## src/rtl/grf_mp.sv

```systemverilog
// Dual-write, dual-read register file with bypass, per-register busy scoreboard
// and a write-trace FIFO with a saturating drop counter.
module grf_mp #(
  parameter int DW       = 32,
  parameter int AW       = 5,
  parameter int TRD      = 4,
  parameter int ZERO_REG = 1
) (
  input  logic          Clk,
  input  logic          Rst_n,
  input  logic [AW-1:0] A1,
  input  logic [AW-1:0] A2,
  output logic [DW-1:0] RD1,
  output logic [DW-1:0] RD2,
  input  logic          WE0,
  input  logic          WE1,
  input  logic [AW-1:0] WA0,
  input  logic [AW-1:0] WA1,
  input  logic [DW-1:0] WD0,
  input  logic [DW-1:0] WD1,
  input  logic [31:0]   WPC0,
  input  logic [31:0]   WPC1,
  input  logic          IssueEn,
  input  logic [AW-1:0] IssueA,
  output logic          Busy1,
  output logic          Busy2,
  output logic          TrValid,
  input  logic          TrReady,
  output logic [31:0]   TrPC,
  output logic [AW-1:0] TrAddr,
  output logic [DW-1:0] TrData,
  output logic [7:0]    TrDrop
);
  localparam int NREG = 1 << AW;
  localparam int PW   = $clog2(TRD);
  localparam int CW   = PW + 1;

  typedef struct packed {
    logic [31:0]   pc;
    logic [AW-1:0] addr;
    logic [DW-1:0] data;
  } tr_t;

  logic [DW-1:0]         rf [NREG];
  logic [NREG-1:0]       busy;
  logic [1:0]            eff;
  logic [1:0][AW-1:0]    ra;
  logic [1:0][DW-1:0]    rd;
  logic [1:0]            bz;

  // Port 1 wins a same-address collision, so port 0 is squashed entirely.
  assign eff[1] = WE1 & Rst_n & ~((ZERO_REG != 0) && (WA1 == '0));
  assign eff[0] = WE0 & Rst_n & ~((ZERO_REG != 0) && (WA0 == '0))
                  & ~(eff[1] && (WA0 == WA1));

  assign ra = {A2, A1};

  always_comb begin
    rd = '0;
    bz = '0;
    for (int r = 0; r < 2; r++) begin
      if ((ZERO_REG != 0) && (ra[r] == '0)) rd[r] = '0;
      else if (eff[1] && (WA1 == ra[r]))    rd[r] = WD1;
      else if (eff[0] && (WA0 == ra[r]))    rd[r] = WD0;
      else                                  rd[r] = rf[ra[r]];
      bz[r] = (ra[r] == '0) ? 1'b0 : busy[ra[r]];
    end
  end

  assign RD1   = rd[0];
  assign RD2   = rd[1];
  assign Busy1 = bz[0];
  assign Busy2 = bz[1];

  // Issue is applied after the write-clear so a same-cycle issue leaves the bit set.
  always_ff @(posedge Clk) begin
    if (!Rst_n) begin
      busy <= '0;
      for (int i = 0; i < NREG; i++) rf[i] <= '0;
    end else begin
      if (eff[0]) rf[WA0] <= WD0;
      if (eff[1]) rf[WA1] <= WD1;
      for (int i = 0; i < NREG; i++) begin
        if (IssueEn && (IssueA != '0) && (IssueA == AW'(i)))
          busy[i] <= 1'b1;
        else if ((eff[0] && (WA0 == AW'(i))) || (eff[1] && (WA1 == AW'(i))))
          busy[i] <= 1'b0;
      end
    end
  end

  tr_t            mem [TRD];
  tr_t            ent0, ent1, first, head;
  logic [PW-1:0]  rptr, wptr;
  logic [CW-1:0]  cnt;
  logic           pop;
  logic [1:0]     npush, acc, ndrop;
  logic [CW:0]    room;
  logic [8:0]     drop_sum;

  assign ent0     = '{pc: WPC0, addr: WA0, data: WD0};
  assign ent1     = '{pc: WPC1, addr: WA1, data: WD1};
  assign TrValid  = (cnt != '0);
  assign pop      = TrValid & TrReady;
  assign npush    = {1'b0, eff[0]} + {1'b0, eff[1]};
  // A same-cycle pop frees a slot for this cycle's pushes.
  assign room     = (CW+1)'(TRD) - {1'b0, cnt} + {{CW{1'b0}}, pop};
  assign acc      = (room >= {{(CW-1){1'b0}}, npush}) ? npush : room[1:0];
  assign ndrop    = npush - acc;
  assign first    = eff[0] ? ent0 : ent1;
  assign drop_sum = {1'b0, TrDrop} + {7'b0, ndrop};

  always_ff @(posedge Clk) begin
    if (acc != 2'd0) mem[wptr] <= first;
    if (acc == 2'd2) mem[wptr + PW'(1)] <= ent1;
  end

  always_ff @(posedge Clk) begin
    if (!Rst_n) begin
      rptr   <= '0;
      wptr   <= '0;
      cnt    <= '0;
      TrDrop <= '0;
    end else begin
      wptr   <= wptr + PW'(acc);
      rptr   <= rptr + PW'(pop);
      cnt    <= cnt + CW'(acc) - CW'(pop);
      TrDrop <= drop_sum[8] ? 8'hFF : drop_sum[7:0];
    end
  end

  assign head   = mem[rptr];
  assign TrPC   = head.pc;
  assign TrAddr = head.addr;
  assign TrData = head.data;
endmodule

```

## config.mk

```make
export PLATFORM = sky130hd
export DESIGN_NAME = grf_mp
export DESIGN_NICKNAME = d
export VERILOG_FILES = /design/src/rtl/grf_mp.sv
export SDC_FILE = /design/constraint.sdc
export NUM_CORES = 2
export LEC_CHECK = 0
export CORE_ASPECT_RATIO = 2
export CORE_UTILIZATION = 27
export DETAILED_ROUTE_END_ITERATION = 16
export MAX_ROUTING_LAYER = met4
export SKIP_LAST_GASP = 1
export SLEW_MARGIN = 20
export SYNTH_ARGS = -nofsm -noshare
export SYNTH_HDL_FRONTEND = slang
export SYNTH_SLANG_ARGS = --single-unit
```

## constraint.sdc

```tcl
create_clock -name Clk -period 22.4 [get_ports Clk]
set_input_delay 4.48 -clock Clk [delete_from_list [all_inputs] [get_ports Clk]]
set_output_delay 4.48 -clock Clk [all_outputs]
set_load 0.01 [all_outputs]
```

==> results.yml <==
synthesis:
  netlist_area_mm2: 0.0754
  synth_common_cells: "edfxtp_1 (1,300), a22o_1 (993), clkbuf_1 (595)"
  synthTopCellsByArea: "edfxtp_1 (52%), a22o_1 (12%), mux4_2 (7.8%)"
  syn_inst: 5521
  async_flop_share: 0
  yosys_warnings: 0
  synthFlopType: "edfxtp_1"
  yosysSeqAreaShare: 0.530
  synthDistinctLibCells: 71
  yosysMostFrequentCell: "edfxtp_1"
  synth_top_area_share: 0.517
  yosys.area.top_type: "edfxtp_1"
  ys_ff_latch: 1347
  avgSynthCellArea_um2: 13.7
  synth_edf_count: 1300
clocking:
  ctsHoldBuffers: 0
  cts_tree: "done"
  post_cts.resized_instances: 0
  post-cts-setup-buffer-count: 0
  cts.sinks: 1347
  clk_pin_slew_ns: 0.07
  numCtsBuffers: 119
  cts-root-buf: "clkbuf_16"
  clk_latency_ns: 0.79
  clock_path_buffers: 3
  htree_levels: 3
pwr:
  power-per-cell-area_mw_per_mm2: 79.4
  pwr-share-seq: 0.458
  pwr-share-comb: 0.208
  p_switching_mw: 2.00
  leakagePower_nw: 29.0
  peakVddDrop_uv: 72.7
  switching_share: 0.290
  intPower_mw: 4.90
  power_frac_clock: 0.333
cells_and_area:
  layout-drive-gt1-share: 0.237
  final_nets: 5596
  area_growth_pct: 15.1
  fill_cells: 27400
detailed_routing:
  drt_wl_total_um: 353000
  drc: 0
  firstDrtPassIters: 7
  wl_per_cell_um: 38.1
  vias: 59600
  drtIter0Drc: 8512
  drtAntennaViolNets: 0
  viasPerCell: 6.42
placement:
  gp_congestion: 0.939
  dp_hpwl_um: 205000
  io_buffers: 302
floorplanning:
  dieArea_mm2: 0.282
  chipHeight_um: 750
  start_util: 0.271
  core-area_mm2: 0.278
  die_width_um: 376
  core.rowCount: 274
  ios: 303
timing:
  rsz0062_at_grt: "no"
  maxSlewViolCount: 0
  setup_viol: 0
  finalSetupTns_ns: 0
  holdWs_ns: 0.486
  fmax_ghz: 0.0728
  finalHoldViolations: 0
  fin_crit_ns: 13.73
  tightest_slew_ns: 1.27
  slew_headroom: 0.143
  fin_crit_sh: 0.613
  fin_skew_ns: 0.0382
setup_path:
  crit_end: "RD1[30]"
  crit_required_ns: 17.92
  max_stage_delay_ns: 0.75
  critPathLaunchType: "primary input"
  cp_cell_sequence: "clkdlybuf4s50_1 > or3_1 > o311a_1 > o21ai_2 > buf_4 > inv_2 > nand4_1 > buf_4 > nor2_1 > o31ai_2 > clkdlybuf4s50_1"
  r2r-end: "mem[0][44]"
  cp_slowest_cell: "o31ai_2"
  reg2reg_depth: 12
  reg2reg_from: "cnt[2]"
  path_max_fanout: 33
  regToRegSetupSlack_ns: 17.33
  crit_start: "WA0[1]"
  path_class: "in2out"
  cp.arrival_ns: 9.25
  cp-end-kind: "output port"
global_route:
  grt_pass1_vias: 59200
  grt_max_degree: 116
  antenna_found_initial: 29
  track_usage: 0.248
  grt_first_pass_wirelength_um: 475000
  globalRouteOverflowTotal: 0
status:
  outcome: "complete, no violations"
worst_hold_path:
  hp-class: "reg2reg"
flow_run:
  maxCapViolations: 0
[final cells by class]
type,count,area [um2],share of cell area
inverters,49,185,0.00213
well taps,3726,4660,0.0537
flip-flops and latches,1347,40000,0.460
clock buffers,134,3070,0.0353
repair buffers,527,4650,0.0535
clock inverters,91,1140,0.0131
diodes,32,80.1,0.000922
multi-input cells,3378,33100,0.381
[flip-flops by register name, summed over array words and instances (netlist names)]
| register | count |
|---|---|
| rptr | 2 |
| cnt | 3 |
| mem | 276 |
| TrDrop | 8 |
| busy | 32 |
| wptr | 2 |
| rf | 1024 |
[metal layers]
metal / share of wire / track usage / vias up
li1: - / - / 22500
met2: 0.46 / 0.384 / 5290
met4: 0.090 / 0.192 / 0
met3: 0.12 / 0.0744 / 1799
met5: 0 / - / -
met1: 0.33 / 0.266 / 30000
[kinds of logic (layout without fill, tap and decap cells)]
logic type                 Yosys count  after routing  share of synthesized area
AOI/OAI and AO/OA                 1663           1663                      0.177
xor gates and xnor gates            35             35                    0.00406
adders and majority gates           15             15                    0.00269
buffers and inverters              827            801                     0.0433
DFF                               1347           1347                      0.530
muxes                             1222           1222                      0.213
other                                1             64                  0.0000497
and+or+nand+nor                    411            411                     0.0299
[worst min-delay path by stage]
stage             start        to  slack (ns)  depth (start not counted)
2_1_floorplan   busy[0]   busy[0]        0.44                          1
3_3_place_gp   busy[13]  busy[13]        0.46                          2
3_5_place_dp   busy[27]  busy[27]        0.48                          2
4_1_cts        busy[27]  busy[27]        0.49                          2
5_1_grt        busy[22]  busy[22]        0.51                          2
6_report        busy[6]   busy[6]        0.49                          2
[power by group through the flow]
stage / logic (mW) / registers (mW) / clock network, mW
2_1_floorplan: 0.778 / 3.17 / 0
3_3_place_gp: 1.41 / 3.19 / 0
3_5_place_dp: 1.42 / 3.21 / 0
4_1_cts: 1.43 / 3.16 / 2.30
5_1_grt: 1.49 / 3.18 / 2.37
6_report: 1.44 / 3.16 / 2.30
[worst max-delay path: cells and delay by family]
family	cells	cell delay (ns)
AO/OA/AOI/OAI	3	1.16
buffers and inverters	5	2.66
AND/OR/NAND/NOR	3	0.85
[placed cells by master, fill, tap and decap left out, types with 91 or more instances in the layout]
cell / instances
mux2i_1: 492
clkbuf_16: 120
mux2_2: 464
clkdlybuf4s50_1: 278
a22o_1: 993
edfxtp_1: 1300
mux4_2: 261
a22oi_1: 91
o22ai_1: 232
buf_4: 223
[through the flow]
step | utilization | setup WS (ns) | power, mW | std cells | area, um2
3_3_place_gp | 0.297 | 8.20 | 4.60 | 9026 | 82600
5_1_grt | 0.312 | 8.32 | 7.04 | 9279 | 86900
3_5_place_dp | 0.297 | 8.57 | 4.63 | 9027 | 82600
2_1_floorplan | - | 9.78 | 3.95 | 5552 | 75600
6_report | 0.312 | 8.67 | 6.89 | 9284 | 86900
4_1_cts | 0.312 | 8.57 | 6.88 | 9252 | 86800
No activity file was read; power rests on OpenSTA's default activity.
